File: src/rtl/multicycle_ctrl_fsm.sv
// multicycle_ctrl_fsm
//   Control unit for the 32-bit multicycle datapath. It runs one instruction
//   at a time through IF / DEC / execute / memory / write-back. It also drives
//   every mux select and load enable of the PC, IR, register file, ALU,
//   immediate extender and data memory.
//
// Parameters
//   MEM_WAIT       extra wait cycles per data-memory access (0..15)
//
// Ports
//   Clk            in   rising-edge clock
//   Reset_n        in   asynchronous active-low reset
//   Instr[31:0]    in   IR contents (opcode = Instr[31:26], func = Instr[5:0])
//   ALU_zero       in   ALU zero flag, looked at only in the BR state
//   PC_LdEn        out  PC load enable
//   PC_sel         out  0: PC+4, 1: PC+4+branch offset
//   IR_LdEn        out  latch instruction memory output into IR
//   RF_WrEn        out  register-file write enable
//   RF_WrData_sel  out  0: ALU result, 1: memory data
//   RF_B_sel       out  0: Instr[15:11], 1: Instr[20:16]
//   ALU_Bin_sel    out  0: RF B, 1: extended immediate
//   ImmExt[1:0]    out  00 sign-ext, 01 zero-fill, 10 Imm<<16, 11 sign-ext<<2
//   ALU_func[3:0]  out  ALU operation
//   MEM_WrEn       out  data-memory write enable
//   ByteOp         out  1 for lb/sb
//   Halt           out  illegal-instruction trap indicator
//
// Build option
//   ILLEGAL_TRAP_EN  defined: an illegal instruction parks the FSM in HALT
//                    with Halt=1 until reset. Undefined: an illegal
//                    instruction runs as a 4-cycle NOP (no RF write, PC+4),
//                    and Halt is tied 0.
//
// Outputs are registered and decoded from the next state, so they are valid
// during the whole cycle in which a state is entered. PC_sel is the one
// exception. The branch decision needs ALU_zero from the BR cycle itself,
// so PC_sel is formed combinationally in BR.
module multicycle_ctrl_fsm #(
    parameter int unsigned MEM_WAIT = 0
) (
    input  logic        Clk,
    input  logic        Reset_n,
    input  logic [31:0] Instr,
    input  logic        ALU_zero,
    output logic        PC_LdEn,
    output logic        PC_sel,
    output logic        IR_LdEn,
    output logic        RF_WrEn,
    output logic        RF_WrData_sel,
    output logic        RF_B_sel,
    output logic        ALU_Bin_sel,
    output logic [1:0]  ImmExt,
    output logic [3:0]  ALU_func,
    output logic        MEM_WrEn,
    output logic        ByteOp,
    output logic        Halt
);

    typedef enum logic [3:0] {
        S_IF, S_DEC, S_EX_R, S_EX_I, S_ADDR, S_MEM_RD, S_MEM_WR, S_WB, S_BR
`ifdef ILLEGAL_TRAP_EN
        , S_HALT
`endif
    } state_t;

    localparam logic [5:0] OP_RTYPE = 6'b100000;
    localparam logic [5:0] OP_LI    = 6'b111000;
    localparam logic [5:0] OP_LUI   = 6'b111001;
    localparam logic [5:0] OP_ADDI  = 6'b110000;
    localparam logic [5:0] OP_ANDI  = 6'b110010;
    localparam logic [5:0] OP_ORI   = 6'b110011;
    localparam logic [5:0] OP_LB    = 6'b000011;
    localparam logic [5:0] OP_LW    = 6'b001111;
    localparam logic [5:0] OP_SB    = 6'b000111;
    localparam logic [5:0] OP_SW    = 6'b011111;
    localparam logic [5:0] OP_BEQ   = 6'b000000;
    localparam logic [5:0] OP_BNE   = 6'b000001;
    localparam logic [5:0] OP_B     = 6'b111111;

    localparam logic [3:0] MEM_WAIT_C = 4'(MEM_WAIT);

    state_t     state_q, state_d;
    logic [3:0] cnt_q, cnt_d;

    logic       pc_ld_en_q, pc_ld_en_d;
    logic       ir_ld_en_q, ir_ld_en_d;
    logic       rf_wr_en_q, rf_wr_en_d;
    logic       rf_wr_data_sel_q, rf_wr_data_sel_d;
    logic       rf_b_sel_q, rf_b_sel_d;
    logic       alu_bin_sel_q, alu_bin_sel_d;
    logic [1:0] imm_ext_q, imm_ext_d;
    logic [3:0] alu_func_q, alu_func_d;
    logic       mem_wr_en_q, mem_wr_en_d;
    logic       byte_op_q, byte_op_d;

    // Instruction decode (meaningful from DEC onward, once IR holds the instruction)
    logic [5:0] opcode, func;
    logic       r_ok, is_ialu, is_load, is_store, is_beq, is_bne, is_b, is_branch, illegal;
    logic       unused_instr_bits;

    assign opcode    = Instr[31:26];
    assign func      = Instr[5:0];
    assign r_ok      = (opcode == OP_RTYPE) && (func[5:4] == 2'b11);
    assign is_ialu   = (opcode == OP_LI) || (opcode == OP_LUI) || (opcode == OP_ADDI) ||
                       (opcode == OP_ANDI) || (opcode == OP_ORI);
    assign is_load   = (opcode == OP_LB) || (opcode == OP_LW);
    assign is_store  = (opcode == OP_SB) || (opcode == OP_SW);
    assign is_beq    = (opcode == OP_BEQ);
    assign is_bne    = (opcode == OP_BNE);
    assign is_b      = (opcode == OP_B);
    assign is_branch = is_beq || is_bne || is_b;
    assign illegal   = !(r_ok || is_ialu || is_load || is_store || is_branch);
    // Register-number fields feed the datapath directly, not the controller
    assign unused_instr_bits = ^Instr[25:6];

    // Operand profile: the selects an instruction holds in every state after DEC
    logic       prof_b_sel, prof_bin_sel, prof_byte;
    logic [1:0] prof_imm;
    logic [3:0] prof_func;

    always_comb begin
        prof_b_sel   = 1'b0;
        prof_bin_sel = 1'b0;
        prof_byte    = 1'b0;
        prof_imm     = 2'b00;
        prof_func    = 4'b0000;
        if (r_ok) begin
            prof_func = func[3:0];
        end else if (is_ialu) begin
            prof_b_sel   = 1'b1;
            prof_bin_sel = 1'b1;
            case (opcode)
                OP_LUI:  prof_imm = 2'b10;
                OP_ANDI: begin prof_imm = 2'b01; prof_func = 4'b0010; end
                OP_ORI:  begin prof_imm = 2'b01; prof_func = 4'b0011; end
                default: ;
            endcase
        end else if (is_load || is_store) begin
            prof_b_sel   = 1'b1;
            prof_bin_sel = 1'b1;
            prof_byte    = (opcode == OP_LB) || (opcode == OP_SB);
        end else if (is_branch) begin
            prof_b_sel = 1'b1;
            prof_imm   = 2'b11;
            prof_func  = 4'b0001;
        end
    end

    // Next state and wait counter
    always_comb begin
        state_d = state_q;
        case (state_q)
            // IF entered through reset has IR_LdEn low, so IF is entered once more
            // to load IR before decoding.
            S_IF:     state_d = ir_ld_en_q ? S_DEC : S_IF;
            S_DEC: begin
                if (illegal) begin
`ifdef ILLEGAL_TRAP_EN
                    state_d = S_HALT;
`else
                    state_d = S_EX_R;
`endif
                end else if (r_ok)                  state_d = S_EX_R;
                else if (is_ialu)                   state_d = S_EX_I;
                else if (is_load || is_store)       state_d = S_ADDR;
                else                                state_d = S_BR;
            end
            S_EX_R, S_EX_I: state_d = S_WB;
            S_ADDR:   state_d = is_load ? S_MEM_RD : S_MEM_WR;
            S_MEM_RD: state_d = (cnt_q == MEM_WAIT_C) ? S_WB : S_MEM_RD;
            S_MEM_WR: state_d = (cnt_q == MEM_WAIT_C) ? S_IF : S_MEM_WR;
            S_WB, S_BR: state_d = S_IF;
`ifdef ILLEGAL_TRAP_EN
            S_HALT:   state_d = S_HALT;
`endif
            default:  state_d = S_IF;
        endcase

        cnt_d = 4'd0;
        if ((state_d == state_q) && ((state_q == S_MEM_RD) || (state_q == S_MEM_WR)))
            cnt_d = (cnt_q == MEM_WAIT_C) ? cnt_q : cnt_q + 4'd1;
    end

    // Registered outputs decoded from the state being entered
`ifdef ILLEGAL_TRAP_EN
    logic halt_q, halt_d;
`endif

    always_comb begin
        pc_ld_en_d       = 1'b0;
        ir_ld_en_d       = 1'b0;
        rf_wr_en_d       = 1'b0;
        rf_wr_data_sel_d = 1'b0;
        rf_b_sel_d       = 1'b0;
        alu_bin_sel_d    = 1'b0;
        imm_ext_d        = 2'b00;
        alu_func_d       = 4'b0000;
        mem_wr_en_d      = 1'b0;
        byte_op_d        = 1'b0;
`ifdef ILLEGAL_TRAP_EN
        halt_d           = 1'b0;
`endif
        case (state_d)
            S_IF:  ir_ld_en_d = 1'b1;
            S_DEC: ;
`ifdef ILLEGAL_TRAP_EN
            S_HALT: halt_d = 1'b1;
`endif
            default: begin
                rf_b_sel_d    = prof_b_sel;
                alu_bin_sel_d = prof_bin_sel;
                imm_ext_d     = prof_imm;
                alu_func_d    = prof_func;
                byte_op_d     = prof_byte;
                case (state_d)
                    S_WB: begin
                        // Illegal instructions reach WB only as a NOP
                        rf_wr_en_d       = !illegal;
                        rf_wr_data_sel_d = (state_q == S_MEM_RD);
                        pc_ld_en_d       = 1'b1;
                    end
                    S_MEM_WR: begin
                        mem_wr_en_d = 1'b1;
                        pc_ld_en_d  = (cnt_d == MEM_WAIT_C);
                    end
                    S_BR:    pc_ld_en_d = 1'b1;
                    default: ;
                endcase
            end
        endcase
    end

    always_ff @(posedge Clk or negedge Reset_n) begin
        if (!Reset_n) begin
            state_q          <= S_IF;
            cnt_q            <= 4'd0;
            pc_ld_en_q       <= 1'b0;
            ir_ld_en_q       <= 1'b0;
            rf_wr_en_q       <= 1'b0;
            rf_wr_data_sel_q <= 1'b0;
            rf_b_sel_q       <= 1'b0;
            alu_bin_sel_q    <= 1'b0;
            imm_ext_q        <= 2'b00;
            alu_func_q       <= 4'b0000;
            mem_wr_en_q      <= 1'b0;
            byte_op_q        <= 1'b0;
`ifdef ILLEGAL_TRAP_EN
            halt_q           <= 1'b0;
`endif
        end else begin
            state_q          <= state_d;
            cnt_q            <= cnt_d;
            pc_ld_en_q       <= pc_ld_en_d;
            ir_ld_en_q       <= ir_ld_en_d;
            rf_wr_en_q       <= rf_wr_en_d;
            rf_wr_data_sel_q <= rf_wr_data_sel_d;
            rf_b_sel_q       <= rf_b_sel_d;
            alu_bin_sel_q    <= alu_bin_sel_d;
            imm_ext_q        <= imm_ext_d;
            alu_func_q       <= alu_func_d;
            mem_wr_en_q      <= mem_wr_en_d;
            byte_op_q        <= byte_op_d;
`ifdef ILLEGAL_TRAP_EN
            halt_q           <= halt_d;
`endif
        end
    end

    assign PC_LdEn       = pc_ld_en_q;
    assign PC_sel        = (state_q == S_BR) &&
                           (is_b || (is_beq && ALU_zero) || (is_bne && !ALU_zero));
    assign IR_LdEn       = ir_ld_en_q;
    assign RF_WrEn       = rf_wr_en_q;
    assign RF_WrData_sel = rf_wr_data_sel_q;
    assign RF_B_sel      = rf_b_sel_q;
    assign ALU_Bin_sel   = alu_bin_sel_q;
    assign ImmExt        = imm_ext_q;
    assign ALU_func      = alu_func_q;
    assign MEM_WrEn      = mem_wr_en_q;
    assign ByteOp        = byte_op_q;
`ifdef ILLEGAL_TRAP_EN
    assign Halt          = halt_q;
`else
    assign Halt          = 1'b0;
`endif

endmodule

File: config.mk
export PLATFORM = sky130hd
export DESIGN_NAME = multicycle_ctrl_fsm
export DESIGN_NICKNAME = d
export VERILOG_FILES = /design/src/rtl/multicycle_ctrl_fsm.sv
export SDC_FILE = /design/constraint.sdc
export NUM_CORES = 1
export LEC_CHECK = 0
export ABC_AREA = 1
export CORE_MARGIN = 8
export CORE_UTILIZATION = 35
export DETAILED_ROUTE_END_ITERATION = 16
export GPL_ROUTABILITY_DRIVEN = 1
export PLACE_DENSITY = 0.69
export SYNTH_ARGS = -nofsm -noshare
export SYNTH_HDL_FRONTEND = slang
export SYNTH_SLANG_ARGS = --single-unit
File: constraint.sdc
create_clock -name Clk -period 1.8 [get_ports Clk]
set_clock_uncertainty 0.15 [all_clocks]
set_input_delay 0.45 -clock Clk [delete_from_list [all_inputs] [get_ports Clk]]
set_output_delay 0.45 -clock Clk [all_outputs]
set_load 0.005 [all_outputs]
==> qor.yml <==
run_status:
  status: "finished, violations left"
  violations: "setup timing"
clocking:
  path_clk_slew_ns: 0.08
  htree_levels: 1
  clockBufferDepth: 2
  cts_root_buf: "clkbuf_8"
  cts_made_buffers: 3
  cts_sinks: 22
  insertion_delay_ns: 0.25
  cts_hold_buf: 0
  cts_tree: "done"
power_and_ir_drop:
  peakVddDrop_mv: 0.5344
  p_per_area_nw_per_um2: 1081
  power.leakage_nw: 1.161
critical_path:
  path_class: "input pin to register"
  critPathMaxFanout: 5
  endpoint_kind: "register"
  critPathRequiredTime_ns: 1.80
  worstPathArrival_ns: 1.84
  start_kind: "input pin"
min_path:
  hp-class: "input pin to asynchronous set/reset pin"
detailed_routing:
  routed_wl_um: 3222
  viasPerCell: 4.286
  first_pass_iters: 4
  vias: 1273
  post-route-drc-count: 0
  drt-wirelength-per-cell_um: 10.85
  drtIter0Drc: 38
  final_antenna_net_count: 0
cells_and_area:
  final_cell_mix: "nand2_1, buf_4, inv_1"
  diodes: 0
  layout-drive-gt1-share_pct: 40.16
  syn_to_final_growth_pct: 64.25
  nNetsFinal: 287
floorplan:
  core_um2: 3633
  start_util_pct: 36.12
  die_area_um2: 5965
  io_pins: 51
  die_h_um: 77.24
  fp-row-count: 22
  fp.dieW_um: 77.24
job:
  cap_violations: 0
global_route:
  grt_start_max_net_pins: 23
  overflow: 0
  antenna_found_initial: 0
  track_usage_pct: 10.86
  grt_pass1_wl_um: 5375
  grt_pass1_vias: 1206
sta:
  finalSetupTns_ns: -0.1253
  max_freq_mhz: 544.4
  finalCriticalPeriod_ns: 1.837
  finalHoldViolCount: 0
  fin_ws_ns: -0.03694
  setup_viol: 5
  slew_viol_final: 0
  hold_slack_ns: 0.3819
  min_period_over_period_pct: 102.1
  rsz0062_at_grt: "true"
synth:
  synthCells: 175
  synthDominantCellAreaShare_pct: 41.94
  yosys.area.top_type: "dfrtp_1"
  synth_edf_count: 0
  synth_top_flop_cell: "dfrtp_1"
  syn_area_um2: 1313
  synthTopCellsByArea: "dfrtp_1, nand2_1, inv_1"
  ys_ff_latch: 22
  synth_cell_types: 24
  synth_warnings: 0
  synth_fp_nets: 212
  yosysSeqAreaShare_pct: 41.94
  synthArstFlopShare_pct: 100.0
  synth.avg_cell_area_um2: 7.500
placement:
  place.gp.congestion: 0.8671
  io_buffers: 29
  dp_hpwl_um: 2367
-- layer usage --
metal  track usage, %  up-vias  share of wire [%]
met3            2.681        2                4.6
met1            13.02      567                 44
met5                0        -                  0
met4            3.962        0                1.1
met2            18.20       25                 51
li1                 -      679                  -
-- worst paths after layout --
check / from / end / slack [ns] / cells after the start
worst max-delay path: Instr[31] / ImmExt[1]$_DFF_PN0_ / -0.04 / 14
worst min-delay path: Reset_n / ImmExt[1]$_DFF_PN0_ / 0.38 / 2
worst max register to register: cnt_q[1]$_DFF_PN0_ / ImmExt[1]$_DFF_PN0_ / -0.03 / 13
worst min register to register: cnt_q[3]$_DFF_PN0_ / cnt_q[3]$_DFF_PN0_ / 0.51 / 4
max in group asynchronous: Reset_n / cnt_q[3]$_DFF_PN0_ / 0.90 / 2
min in group Clk: Instr[30] / ByteOp$_DFF_PN0_ / 0.49 / 6
-- per-stage QoR --
stage	setup slack (ns)	utilization, %	total power, mW	cell area (µm²)	cells
finish	-0.03694	59.33	2.331	2156	297
global route	-0.1795	59.33	2.495	2156	297
CTS	-0.08380	56.78	2.235	2063	295
detailed placement	-0.9134	52.79	1.675	1918	286
global placement	-0.8740	52.79	1.660	1918	286
floorplan	0.09425	-	1.202	1313	175
-- power breakdown --
part	switching [mW]	internal, mW	leakage, nW
clock network	0.150	0.194	0.0288
logic	0.751	0.629	0.834
registers	0.0323	0.574	0.298
total	0.934	1.40	1.16
-- state kept, by name (all words and copies together), names as in the netlist --
register and cells:
RF_WrData_sel 1, MEM_WrEn 1, IR_LdEn 1, RF_WrEn 1, state_q 4, ALU_Bin_sel 1, ByteOp 1, ALU_func 4
RF_B_sel 1, ImmExt 2, PC_LdEn 1, cnt_q 4
-- critical path: stages --
cell and delay [ns]:
buf_6 0.10, buf_4 0.14, inv_1 0.04, nand2_1 0.08, nor2_4 0.12, nand2_2 0.07
nand2_1 0.06, nand2_1 0.08, nor2_4 0.14, nand2_4 0.10, nor2_4 0.18, o21ai_4 0.13
o21ai_2 0.08, inv_1 0.05
-- final cells by class --
type                    count  area (µm²)
well taps                  48       60.06
inverters                  37       138.9
fillers                   338        1478
multi-input cells         116       745.7
repair buffers             70       605.6
clock buffers               4       55.05
flip-flops and latches     22       550.5
-- what timing repair did --
action | 4_1_cts | 5_1_grt
gates cloned | 1 | 0
pin swaps | 8 | 16
gates resized for setup | 50 | 24
setup endpoints to repair | 20 | 19
buffers inserted | 4 | 3
-- synth_stat cells (3+ instances only) --
library cell,number
nand2_1,43
inv_1,34
nor2_1,23
dfrtp_1,22
nand3_1,8
nor2_2,8
nand3_2,6
nand2_2,5
inv_2,3
-- logic make-up (layout without fill, tap and decap cells) --
logic type	after synthesis	in the layout	synth area share, %
xor gates and xnor gates	2	2	1.335
and+or+nand+nor	100	100	36.99
buffers and inverters	38	111	11.15
DFF	22	22	41.94
adders and majority gates	2	2	1.906
other	1	1	0.2857
AOI/OAI and AO/OA	10	11	6.388
Note: power is estimated with default switching activity, not from simulation.
==> RTL change 1: new RTL, same flow settings <==
Add a define of `ILLEGAL_TRAP_EN`.
--- a/src/rtl/multicycle_ctrl_fsm.sv
+++ b/src/rtl/multicycle_ctrl_fsm.sv
@@ -35,6 +35,8 @@
 // during the whole cycle in which a state is entered. PC_sel is the one
 // exception. The branch decision needs ALU_zero from the BR cycle itself,
 // so PC_sel is formed combinationally in BR.
+`define ILLEGAL_TRAP_EN
+
 module multicycle_ctrl_fsm #(
     parameter int unsigned MEM_WAIT = 0
 ) (
Function: changed (a bounded check fails within 4 cycles, from zero or initial values and one cycle with Reset_n low).
==> RTL change 1 against the unedited design <==
The flow still finishes with violations (negative setup slack). Synthesized cell count down 1.1%. Synthesized area down 0.67%. First-iteration DRC count unchanged. Critical path depth down 6. Sequential cell count up 1. Critical path type is now input pin to output port. Sequential power up 11%. Power up 42%. Utilization up 9.3 points. Routed wire length up 24%. Final area up 16%. Critical endpoint is now PC_sel. Clock power down 4%. Fmax down 12%. Largest power group unchanged. Worst setup slack worse by 240 ps.
==> RTL change 1: results <==
status:
  status: "complete, but fails checks"
  violations: "negative setup slack"
placement:
  port_buffers: 30
  placed_area_um2: 2102
  dp_hpwl_mm: 2.783
  dp_cells: 303
clocking:
  cts_resized: 63
  post_cts_buffers: 12
layout:
  drive_above_1_share: 0.5255
  nets: 312
  post-route-util: 0.6860
  fillCellCount: 278
setup_path:
  crit_path_max_incr_delay_ps: 280
  critPathArrivalTime_ps: 1480
  end_kind: "output port"
  r2r_end: "ALU_func[1]"
  crit_path_end: "PC_sel"
  reg2reg_from: "cnt_q[0]"
  r2r_cells: 12
  cp_top_family: "compound AO/OA/AOI/OAI gates"
power_and_ir_drop:
  ir_drop_mv: 0.9932
  p_int_mw: 1.931
  p_seq_mw: 0.674
timing:
  hold_slack_ps: 367.6
  worst_slack_ps: -278.8
  fin_setup_tns_ps: -2095
  finalSetupViolCount: 13
yosys:
  avgSynthCellArea_um2: 7.536
  yosysUniqueCellTypes: 26
  synth_common_cells: "nand2_1 (40), inv_1 (29), nor2_1 (26)"
  synth_xor_area_frac: 0.01344
  seq_area_frac_synth: 0.4415
  synth_adder_area_share: 0.01919
global_routing:
  grt_max_degree: 24
  grt_pass1_wl_mm: 6.479
routing:
  totalWireLength_mm: 4.000
  via_per_inst: 4.565
  wl_met2_mm: 2.067
RTL change 1: changes by cell type in the layout (fill, tap and decap cells not counted), sizes merged, moves of 2 or more:
cell,delta
buf,+26
nand3,-7
inv,-4
nor3,+4
a21oi,+3
nand2,-3
o311ai,-2
o31ai,+2
RTL change 1: cell families after synthesis:
kind of cell               count (synthesis)
adders and majority gates                  2
xor gates and xnor gates                   2
and+or+nand+nor                           95
buffers and inverters                     33
DFF                                       23
AOI/OAI and AO/OA                         18
RTL change 1: worst reg2reg max path, stage by stage (launching register included):
cell and delay, ps:
dfrtp_1 360, inv_1 50, ha_2 170, nand2_2 80, nor2_4 40, nand2_1 110, nand2_1 110, nor2_4 180
nand2_4 100, buf_12 140, a211oi_4 190, buf_6 160, nor2_1 40
RTL change 1: layout make-up:
class | instances | share of cell area
tap | 48 | 0.02410
sequential | 23 | 0.2309
clock buffer | 3 | 0.01657
clock inverter | 1 | 0.002008
multi-input combinational | 117 | 0.3323
inverter | 33 | 0.05271
timing repair buffer | 97 | 0.3414
==> RTL change 2: new RTL, config.mk and constraints unchanged <==
Made on the original files. Reset style: synchronous (`Reset_n`), changed in one clocked block. Comments in the files are not updated.
--- a/src/rtl/multicycle_ctrl_fsm.sv
+++ b/src/rtl/multicycle_ctrl_fsm.sv
@@ -230,7 +230,7 @@
         endcase
     end
 
-    always_ff @(posedge Clk or negedge Reset_n) begin
+    always_ff @(posedge Clk) begin
         if (!Reset_n) begin
             state_q          <= S_IF;
             cnt_q            <= 4'd0;
Check against the original RTL: differs if Reset_n is asserted again (counterexample within 4 cycles, from zero or initial values and one cycle with Reset_n low); with Reset_n held inactive, the same outputs for 10 cycles.
==> RTL change 2 against the unedited design <==
The run still ends with negative setup slack left. Routed wire length increased by 19%. Sequential cell count unchanged. Worst hold slack improved by 5.6 ps. Power increased by 7.6%. Worst setup slack got worse by 83 ps. Final area increased by 3.9%. Synthesized area decreased by 5.9%. Highest routed layer unchanged.
==> RTL change 2: results <==
setup_path:
  crit_path_end: "IR_LdEn"
  cp_max_fo: 3
  reg2reg_from: "cnt_q[1]"
  cp_slowest_cell: "dfxtp_2"
  crit_path_max_incr_delay_ps: 360
yosys:
  seq_area_frac_synth: 0.3566
  ys_async_sr_fraction: 0
  synth_common_cells: "nand2_1 (27), inv_1 (24), dfxtp_1 (22)"
  synth-main-ff-cell: "dfxtp_1"
global_routing:
  grt_max_degree: 12
  first_global_vias: 1326
  grt_use_total: 0.1214
  grt_pass1_wl_mm: 5.464
status:
  status: "complete, but fails checks"
  violations: "negative setup slack"
clocking:
  root_buffer: "clkbuf_4"
  clk_pin_slew_ps: 120
placement:
  dp_cells: 276
  pre_cts_ws_ps: -936.3
  gp_congestion: 0.8274
  placed_area_um2: 1834
power_and_ir_drop:
  p_clk_frac: 0.090
  ir_drop_mv: 0.8330
  p_clk_mw: 0.227
routing:
  via_per_inst: 4.613
  first_iter_violations: 42
  totalWireLength_mm: 3.831
layout:
  synthToLayoutAreaGrowth_pct: 81.36
  clock_area_frac: 0.01006
  nNonClkBuffers: 85
  clkbuf_count: 3
timing:
  finalSetupViolCount: 11
  hold_slack_ps: 387.5
  worst_slack_ps: -120.4
floorplanning:
  coreArea_um2: 3363
## RTL change 2: cell count changes in the layout (fill, tap and decap cells not counted), moves of 6 or more
cell / before / now
inv_1: 30 / 19
dfxtp_1: 0 / 16
nand3_2: 8 / 2
dfxtp_2: 0 / 6
buf_4: 38 / 54
a21oi_2: 0 / 6
nand2_1: 38 / 24
dfrtp_1: 22 / 0
## RTL change 2: metal layers
metal,vias to the layer above,part of all wire,global-route usage
met3,4,0.053,0.02368
met4,0,0.011,0.05117
met5,-,0,0
met1,655,0.43,0.1405
li1,692,-,-
met2,33,0.50,0.2119
## RTL change 2: cell families after synthesis
kind of cell | Yosys count | share of synthesized area
other | 1 | 0.003037
AND/OR/NAND/NOR | 90 | 0.3972
buffers and inverters | 31 | 0.09929
adder cells (fa/ha/maj) | 2 | 0.02026
flip-flops | 22 | 0.3566
XOR/XNOR | 4 | 0.02837
AO/OA/AOI/OAI | 18 | 0.09523
